<file path="src/rtl/stall_pattern_pkg.sv">
// rtl/stall_pattern_pkg.sv - shared types and constants for the stall pattern scheduler
package stall_pattern_pkg;

  typedef enum logic [1:0] {
    STATIC_LOW  = 2'd0,
    STATIC_HIGH = 2'd1,
    FIXED       = 2'd2,
    RANDOM      = 2'd3
  } mode_t;

  typedef enum logic [1:0] {
    IDLE   = 2'd0,
    LOW    = 2'd1,
    HIGH   = 2'd2,
    STATIC = 2'd3
  } fsm_state_t;

  localparam logic [2:0] ADDR_MODE     = 3'd0;
  localparam logic [2:0] ADDR_LOW_MIN  = 3'd1;
  localparam logic [2:0] ADDR_LOW_MAX  = 3'd2;
  localparam logic [2:0] ADDR_HIGH_MIN = 3'd3;
  localparam logic [2:0] ADDR_HIGH_MAX = 3'd4;
  localparam logic [2:0] ADDR_RUN_LEN  = 3'd5;

  // x^16 + x^14 + x^13 + x^11 + 1 in right-shifting Galois form
  localparam logic [15:0] LFSR_TAPS = 16'hB400;

endpackage

</file>
<file path="src/rtl/lfsr_galois.sv">
// rtl/lfsr_galois.sv - right-shifting Galois LFSR that steps only when asked
//   i_clk      clock
//   i_a_rst_n  asynchronous active-low reset, loads SEED
//   i_adv      advance one step this cycle
//   o_value    current LFSR contents
module lfsr_galois #(
  parameter int               WIDTH = 16,
  parameter logic [WIDTH-1:0] SEED  = {{(WIDTH-1){1'b0}}, 1'b1},
  parameter logic [WIDTH-1:0] TAPS  = {1'b1, {(WIDTH-1){1'b0}}}
) (
  input  logic             i_clk,
  input  logic             i_a_rst_n,
  input  logic             i_adv,
  output logic [WIDTH-1:0] o_value
);

  // An all-zero seed locks the register at zero forever.
  if (SEED == '0) begin : g_seed_check
    $error("lfsr_galois: SEED must be non-zero");
  end

  logic [WIDTH-1:0] value_q;

  always_ff @(posedge i_clk or negedge i_a_rst_n) begin
    if (!i_a_rst_n) begin
      value_q <= SEED;
    end else if (i_adv) begin
      value_q <= (value_q >> 1) ^ (value_q[0] ? TAPS : '0);
    end
  end

  assign o_value = value_q;

endmodule

</file>
<file path="src/rtl/stall_pattern_scheduler.sv">
// rtl/stall_pattern_scheduler.sv - register-configured LOW/HIGH stall pattern sequencer
//   i_clk, i_a_rst_n             clock, asynchronous active-low reset
//   i_cfg_we/addr/data           register write port, accepted only while idle
//   i_start, i_stop              run control; stop wins over start
//   o_state                      generated pattern
//   o_busy, o_done               sequencer active, one-cycle completion pulse
//   o_cfg_err                    sticky refused-start flag, cleared by any accepted write
//   o_period_cnt                 completed LOW+HIGH periods
module stall_pattern_scheduler
  import stall_pattern_pkg::*;
#(
  parameter int          CNT_WIDTH = 8,
  parameter int          RUN_WIDTH = 16,
  parameter logic [15:0] LFSR_SEED = 16'hACE1
) (
  input  logic                 i_clk,
  input  logic                 i_a_rst_n,
  input  logic                 i_cfg_we,
  input  logic [2:0]           i_cfg_addr,
  input  logic [RUN_WIDTH-1:0] i_cfg_data,
  input  logic                 i_start,
  input  logic                 i_stop,
  output logic                 o_state,
  output logic                 o_busy,
  output logic                 o_done,
  output logic                 o_cfg_err,
  output logic [RUN_WIDTH-1:0] o_period_cnt
);

  localparam int SPAN_W = CNT_WIDTH + 1;

  mode_t                mode_q;
  logic [CNT_WIDTH-1:0] low_min_q, low_max_q, high_min_q, high_max_q;
  logic [RUN_WIDTH-1:0] run_len_q, period_cnt_q;
  fsm_state_t           state_q, state_d;
  logic [CNT_WIDTH-1:0] phase_cnt_q, limit_q;
  logic                 done_q, cfg_err_q;
  logic                 draw, finish, refuse;
  logic                 cfg_wr, cfg_bad, is_static, phase_end, last_period;
  logic [15:0]          lfsr_value;
  logic [CNT_WIDTH-1:0] lfsr_low, draw_min, draw_max, draw_len;
  logic [SPAN_W-1:0]    span, rand_off;

  lfsr_galois #(
    .WIDTH (16),
    .SEED  (LFSR_SEED),
    .TAPS  (LFSR_TAPS)
  ) u_lfsr (
    .i_clk     (i_clk),
    .i_a_rst_n (i_a_rst_n),
    .i_adv     (draw),
    .o_value   (lfsr_value)
  );

  assign cfg_wr      = i_cfg_we && (state_q == IDLE) && (i_cfg_addr <= ADDR_RUN_LEN);
  assign is_static   = (mode_q == STATIC_LOW) || (mode_q == STATIC_HIGH);
  assign phase_end   = (phase_cnt_q == limit_q);
  assign last_period = (run_len_q != '0) && ((period_cnt_q + RUN_WIDTH'(1)) == run_len_q);
  assign lfsr_low    = CNT_WIDTH'(lfsr_value);

  always_comb begin
    cfg_bad = (low_min_q == '0) || (high_min_q == '0);
    if (mode_q == RANDOM) begin
      cfg_bad = cfg_bad || (low_min_q > low_max_q) || (high_min_q > high_max_q);
    end
  end

  // Length of the phase being entered: only leaving LOW enters HIGH.
  always_comb begin
    draw_min = (state_q == LOW) ? high_min_q : low_min_q;
    draw_max = (state_q == LOW) ? high_max_q : low_max_q;
    span     = {1'b0, draw_max} - {1'b0, draw_min} + SPAN_W'(1);
    if (span == '0) begin
      span = SPAN_W'(1);
    end
    rand_off = {1'b0, lfsr_low} % span;
    draw_len = draw_min;
    if (mode_q == RANDOM) begin
      draw_len = draw_min + CNT_WIDTH'(rand_off);
    end
  end

  always_ff @(posedge i_clk or negedge i_a_rst_n) begin
    if (!i_a_rst_n) begin
      mode_q     <= FIXED;
      low_min_q  <= CNT_WIDTH'(1);
      low_max_q  <= CNT_WIDTH'(1);
      high_min_q <= CNT_WIDTH'(1);
      high_max_q <= CNT_WIDTH'(1);
      run_len_q  <= RUN_WIDTH'(1);
    end else if (cfg_wr) begin
      case (i_cfg_addr)
        ADDR_MODE:     mode_q     <= mode_t'(i_cfg_data[1:0]);
        ADDR_LOW_MIN:  low_min_q  <= CNT_WIDTH'(i_cfg_data);
        ADDR_LOW_MAX:  low_max_q  <= CNT_WIDTH'(i_cfg_data);
        ADDR_HIGH_MIN: high_min_q <= CNT_WIDTH'(i_cfg_data);
        ADDR_HIGH_MAX: high_max_q <= CNT_WIDTH'(i_cfg_data);
        ADDR_RUN_LEN:  run_len_q  <= i_cfg_data;
        default:       ;
      endcase
    end
  end

  always_ff @(posedge i_clk or negedge i_a_rst_n) begin
    if (!i_a_rst_n) begin
      state_q <= IDLE;
    end else begin
      state_q <= state_d;
    end
  end

  always_comb begin
    state_d = state_q;
    draw    = 1'b0;
    finish  = 1'b0;
    refuse  = 1'b0;
    unique case (state_q)
      IDLE: begin
        if (i_start && !i_stop) begin
          if (is_static) begin
            state_d = STATIC;
          end else if (cfg_bad) begin
            refuse = 1'b1;
          end else begin
            state_d = LOW;
            draw    = 1'b1;
          end
        end
      end
      LOW: begin
        if (i_stop) begin
          state_d = IDLE;
        end else if (phase_end) begin
          state_d = HIGH;
          draw    = 1'b1;
        end
      end
      HIGH: begin
        if (i_stop) begin
          state_d = IDLE;
        end else if (phase_end) begin
          if (last_period) begin
            state_d = IDLE;
            finish  = 1'b1;
          end else begin
            state_d = LOW;
            draw    = 1'b1;
          end
        end
      end
      STATIC: begin
        if (i_stop) begin
          state_d = IDLE;
        end
      end
    endcase
  end

  always_ff @(posedge i_clk or negedge i_a_rst_n) begin
    if (!i_a_rst_n) begin
      phase_cnt_q  <= '0;
      limit_q      <= '0;
      period_cnt_q <= '0;
      done_q       <= 1'b0;
      cfg_err_q    <= 1'b0;
    end else begin
      done_q <= finish;
      // phase_cnt runs 1..limit so the last cycle of a phase is phase_cnt == limit.
      if (draw) begin
        limit_q     <= draw_len;
        phase_cnt_q <= CNT_WIDTH'(1);
      end else if ((state_q == LOW) || (state_q == HIGH)) begin
        phase_cnt_q <= phase_cnt_q + CNT_WIDTH'(1);
      end
      if ((state_q == IDLE) && (state_d != IDLE)) begin
        period_cnt_q <= '0;
      end else if ((state_q == HIGH) && !i_stop && phase_end) begin
        period_cnt_q <= period_cnt_q + RUN_WIDTH'(1);
      end
      if (refuse) begin
        cfg_err_q <= 1'b1;
      end else if (cfg_wr) begin
        cfg_err_q <= 1'b0;
      end
    end
  end

  always_comb begin
    o_busy       = (state_q != IDLE);
    o_state      = (state_q == HIGH) || ((state_q == STATIC) && (mode_q == STATIC_HIGH));
    o_done       = done_q;
    o_cfg_err    = cfg_err_q;
    o_period_cnt = period_cnt_q;
  end

endmodule

</file>
<file path="config.mk">
export PLATFORM = sky130hd
export DESIGN_NAME = stall_pattern_scheduler
export DESIGN_NICKNAME = d
export VERILOG_FILES = /design/src/rtl/stall_pattern_pkg.sv /design/src/rtl/lfsr_galois.sv /design/src/rtl/stall_pattern_scheduler.sv
export SDC_FILE = /design/constraint.sdc
export NUM_CORES = 1
export LEC_CHECK = 0
export BUFFER_PORTS_ARGS = -buffer_cell sky130_fd_sc_hd__buf_2
export CAP_MARGIN = 20
export CELL_PAD_IN_SITES_DETAIL_PLACEMENT = 0
export CELL_PAD_IN_SITES_GLOBAL_PLACEMENT = 1
export CORE_ASPECT_RATIO = 1.1
export CORE_MARGIN = 2
export CORE_UTILIZATION = 49
export DETAILED_ROUTE_END_ITERATION = 12
export PLACE_DENSITY_LB_ADDON = 0.25
export SETUP_SLACK_MARGIN = 0.02
export SLEW_MARGIN = 20
export SYNTH_ARGS = -nofsm -noshare
export SYNTH_HDL_FRONTEND = slang
export SYNTH_SLANG_ARGS = --single-unit
export TNS_END_PERCENT = 30
</file>
<file path="constraint.sdc">
create_clock -name i_clk -period 25.8 [get_ports i_clk]
set_input_delay 3.87 -clock i_clk [delete_from_list [all_inputs] [get_ports i_clk]]
set_output_delay 3.87 -clock i_clk [all_outputs]
set_load 0.03 [all_outputs]
</file>
==> metrics.txt, run 1 <==
Min-Delay Path Class register to register; share of layout cells above drive strength 1 16.79%; clock tree root driver cell clkbuf_16; IO Count 44; largest net degree at the start of global routing 73; Tcrit/Tclk final 80.60%; Die Ht 141.9 um; initial antenna violation count 0; die area 0.01835 mm^2; H-tree depth 3; post-route cell area 0.009129 mm^2; Seq cells post-synth 102; Synth Area per Inst 8.972 um^2; Residual DRC 0; Skew-Pair Late Insertion Delay 0.35 ns; Final Slew Violations 0; RSZ-0062 raised after global routing false; CP max-delay cell ha_1; vias per inst 5.571; Post-synth ARST share 100.0%; CP arrival 21.02 ns; CP max stage delay 0.83 ns; max-cap viol count 0; Avg WL per Cell 16.43 um; # Post-CTS Setup Buffers 0; final wirelength 19.90 mm; prevailing post-synth register cell dfrtp_1; GR Overflow Total 0; critical path class register to register; Post-DRT Antenna Nets 0; Chip Width 129.4 um; DP HPWL 15.56 mm; first-pass GRT wire length 32.35 mm; skew final 0.008771 ns; register area share after synthesis 30.34%; Most Frequent Cell on Critical Path ha_1; Port Buffers 43; fmax 0.04809 GHz; Vias 6,747; Final Hold Viols 0; Critical Path Fanout Max 24; Placeable Area 0.01695 mm^2; synth unique cells 78; Initial Util 49.96%; area grow syn2layout 7.786%; cell area after placement 0.008853 mm^2; Overall Global Routing Usage 22.33%; syn_nets 1,058; Net count, final 1,086; CTS Buf Count 9; Rel. slew slack 28.45%; vias in the first global route 6,410; clock sinks 102; min Tclk post-route 20.80 ns; setup violators final 0; DRT iter0 DRCs 278; EDFF count, synth 0; CP Capture Type register; CP Buf/Inv Count 8; CTS max path bufs 2; critical path launch point type register; Crit path max-delay family compound AO/OA/AOI/OAI gates; outcome finished clean; row cnt 50; gpl congestion 0.8530; critical path data required time 26.02 ns; setup TNS 0 ns; clock slew at reported path FFs 0.07 ns; diodes inserted 0; DR pass1 iterations 5; Post-Syn Area 0.008469 mm^2; cell count after synthesis 944; cts hold-fix bufs 0; Worst-Margin Slew 1.046 ns; Hold Worst Slack 0.4666 ns; Post-CTS Resized 0; Ys Warns 0; CTS tree done
[synthesized netlist by cell type, types with 5 or more instances]
master / number / share of area, %
nor4_1: 14 / 1.0
ha_1: 87 / 13
or3_1: 7 / 0.52
and3_1: 8 / 0.59
nand2b_1: 7 / 0.52
dfrtp_1: 88 / 26
or2_2: 5 / 0.37
mux2_2: 60 / 8.0
clkbuf_1: 24 / 1.1
nor3_1: 20 / 1.2
a211oi_1: 5 / 0.44
dfstp_2: 14 / 4.3
mux2i_1: 15 / 1.8
nor3b_1: 5 / 0.44
xor2_1: 39 / 4.0
nand4_1: 10 / 0.74
a21oi_1: 43 / 2.5
nand2_1: 90 / 4.0
o211ai_1: 6 / 0.53
o21ai_0: 51 / 3.0
nor2b_1: 10 / 0.74
a31oi_1: 8 / 0.59
inv_1: 50 / 2.2
nand3_1: 26 / 1.5
o21a_1: 20 / 1.8
xnor2_1: 50 / 5.2
nor2_1: 89 / 3.9
a21o_1: 11 / 0.98
[tightest hold or removal path: stages (launching register included)]
cell and delay (ns):
dfstp_2 0.37, nand2_1 0.05, nand2_1 0.05
[metrics by stage]
stage	utilization [%]	worst slack (ns)	std cells
finish	53.85	5.005	1211
global route	53.85	3.258	1211
CTS	53.81	4.745	1211
detailed placement	52.22	4.790	1195
global placement	52.22	5.308	1195
floorplan	-	7.983	944
[worst paths after layout]
| check | from | end | slack [ns] | cells after the start |
|---|---|---|---|---|
| worst max-delay path | state_q[1] | limit_q[5] | 5.00 | 80 |
| worst min-delay path | u_lfsr.o_value[11] | u_lfsr.o_value[11] | 0.47 | 2 |
| worst max register to register | state_q[1] | limit_q[5] | 5.00 | 80 |
| worst min register to register | u_lfsr.o_value[11] | u_lfsr.o_value[11] | 0.47 | 2 |
| max in group asynchronous | i_a_rst_n | high_min_q[6] | 21.12 | 2 |
| min in group asynchronous | i_a_rst_n | u_lfsr.o_value[12] | 3.44 | 1 |
[logic make-up (layout without fill, tap and decap cells)]
kind of cell	after synthesis	after routing	synth area share (%)
compound gates	193	193	15.25
xor+xnor	89	89	9.204
fa+ha+maj	91	91	13.68
buf+inv	84	117	4.329
flops	102	102	30.34
mux	75	75	9.750
other cells	1	1	0.04428
simple gates	309	309	17.40
[layout by cell type, fill, tap and decap left out, types with 9 or more instances in the layout]
master,instances
nand2_1,90
nor2_1,89
dfrtp_1,88
ha_1,87
mux2_2,60
o21ai_0,51
inv_1,50
xnor2_1,50
a21oi_1,43
buf_2,42
xor2_1,39
nand3_1,26
o21a_1,20
nor3_1,20
mux2i_1,15
nor4_1,14
dfstp_2,14
a21o_1,11
nor2b_1,10
nand4_1,10
clkbuf_16,9
[routing by layer]
metal	wire, um	global-route usage, %
met3	519	3.167
met4	244	4.920
met2	9987	39.06
met5	0	0
met1	9149	29.27
[final cells by class]
type	instances	area, um^2
multi-input combinational	758	5539
inverter	52	195.2
tap	234	292.8
clock buffer	12	236.5
clock inverter	4	32.53
sequential	102	2570
timing repair buffer	49	262.8
fill	1600	7825
Power of run 1 is left out: the tool's default activity adds up to more than one toggle a clock period on the data nets, which glitch-free logic cannot reach.
==> run 2, diff against run 1 <==
==> constraint.sdc (replaced) <==
create_clock -name i_clk -period 21.7 [get_ports i_clk]
set_input_delay 3.255 -clock i_clk [delete_from_list [all_inputs] [get_ports i_clk]]
set_output_delay 3.255 -clock i_clk [all_outputs]
set_load 0.03 [all_outputs]
==> run 2 against run 1 <==
  * First-iteration DRC count shrank 4.3%
  * Design area grew 0.51%
  * Utilization grew 0.27 points
  * Worst setup slack lost 3.2 ns
  * Cell count is the same
  * Critical endpoint is now limit_q[7]
==> metrics.txt, run 2 (synthesis results as in run 1) <==
outcome finished clean; Tcrit/Tclk final 91.60%; RSZ-0062 raised after global routing false; cts hold-fix bufs 0; fmax 0.05031 GHz; Final Hold Viols 0; pre-CTS WS 1.241 ns; largest net degree at the start of global routing 67; hold path startpoint u_lfsr.o_value[9]; Min-Delay Path Class register to register; row cnt 50; clock slew at reported path FFs 0.07 ns; CTS tree done; die area 0.01835 mm^2; Rel. slew slack 29.92%; critical path data required time 21.95 ns; Most Frequent Cell on Critical Path ha_1; Top Layer Used met4; Worst-Margin Slew 1.025 ns; Post-DRT Antenna Nets 0; vias per inst 5.585; Skew-Pair Late Insertion Delay 0.35 ns; DRT iter0 DRCs 266; most frequent cells in the layout nand2_1 (90), nor2_1 (89), dfrtp_1 (88); H-tree depth 3; most common cell after layout, fill and taps aside nand2_1; r2r setup slk 1.82 ns; CP Buf/Inv Count 10; critical path launch point type register; gpl congestion 0.8813; GR Overflow Total 0; CP max stage delay 0.56 ns; Hold Crit Depth 2; Crit path max-delay family compound AO/OA/AOI/OAI gates; Residual DRC 0; area grow syn2layout 8.332%; origin of the critical flop-to-flop path state_q[1]; Avg WL per Cell 16.60 um; WL met3 450 um; CP Launch Point state_q[1]; CTS Buf Count 9; min Tclk post-route 19.88 ns; clock sinks 102; Port Buffers 43; vias in the first global route 6,664; DP HPWL 15.62 mm; CP max-delay cell ha_2; Final Slew Violations 0; diodes inserted 0; CP Capture Type register; R2R Path End limit_q[7]; critical path class register to register; initial antenna violation count 0; clock tree root driver cell clkbuf_16; Worst Slack Setup Final 1.823 ns; worst reg2reg path depth 80; setup TNS 0 ns; DR pass1 iterations 4; CTS max path bufs 2; Overall Global Routing Usage 22.99%; Die Ht 141.9 um; Net count, final 1,087; IO Count 44; Critical Path Fanout Max 24; Initial Util 49.96%; final wirelength 20.10 mm; setup violators final 0; Placeable Area 0.01695 mm^2; first-pass GRT wire length 33.39 mm; share of layout cells above drive strength 1 16.99%; M1 WL 9.278 mm; max-cap viol count 0; Endpoint, Worst Hold u_lfsr.o_value[8]; skew final 0.01223 ns; Vias 6,764; Chip Width 129.4 um; CP arrival 20.13 ns; Met2 Routed Length 9.917 mm
-- run 2: area by class of cell --
cell class,instances,area [um^2]
Clock buffer,11,232.7
Tap cell,234,292.8
Sequential cell,102,2570
Inverter,52,195.2
Fill cell,1589,7779
Multi-Input combinational cell,758,5539
Clock inverter,4,75.07
Timing Repair Buffer,50,270.3
-- run 2: worst max path at each step --
stage / endpoint / slack, ns / depth (start not counted)
after floorplan: limit_q[7] / 3.88 / 84
after global placement: limit_q[5] / 1.82 / 81
after detailed placement: limit_q[7] / 1.24 / 80
after CTS: limit_q[7] / 1.22 / 80
after global routing: limit_q[7] / 0.04 / 82
final: limit_q[7] / 1.82 / 80
-- run 2: worst register-to-register path, delay by kind of cell, from the launching register on --
kind	cells	cell delay (ns)
mux	5	1.98
compound gates	32	6.97
flops	1	0.40
buf+inv	10	1.42
fa+ha+maj	13	4.10
simple gates	20	4.95
-- run 2: metal layers --
| metal | GRT usage (%) | up-vias |
|---|---|---|
| li1 | - | 3411 |
| met1 | 29.18 | 3224 |
| met2 | 40.61 | 101 |
| met3 | 2.866 | 28 |
| met4 | 7.037 | 0 |
| met5 | 0 | - |
-- run 2: through the flow --
step                      cells  util [%]  hold slack (ns)  instance area [um^2]
after global routing       1211     54.12           0.4975                  9175
final                      1211     54.12           0.4692                  9175
after CTS                  1211     54.08           0.4820                  9169
after floorplan             944         -           0.4386                  8469
after detailed placement   1196     52.27           0.4624                  8861
after global placement     1196     52.27           0.4547                  8861
-- run 2: timing repair --
| item | 4_1_cts | 5_1_grt |
|---|---|---|
| setup buffers | 0 | 0 |
| setup endpoints to repair | 0 | 4 |
| resized for setup | 0 | 2 |
Power of run 2 is left out for the same reason.
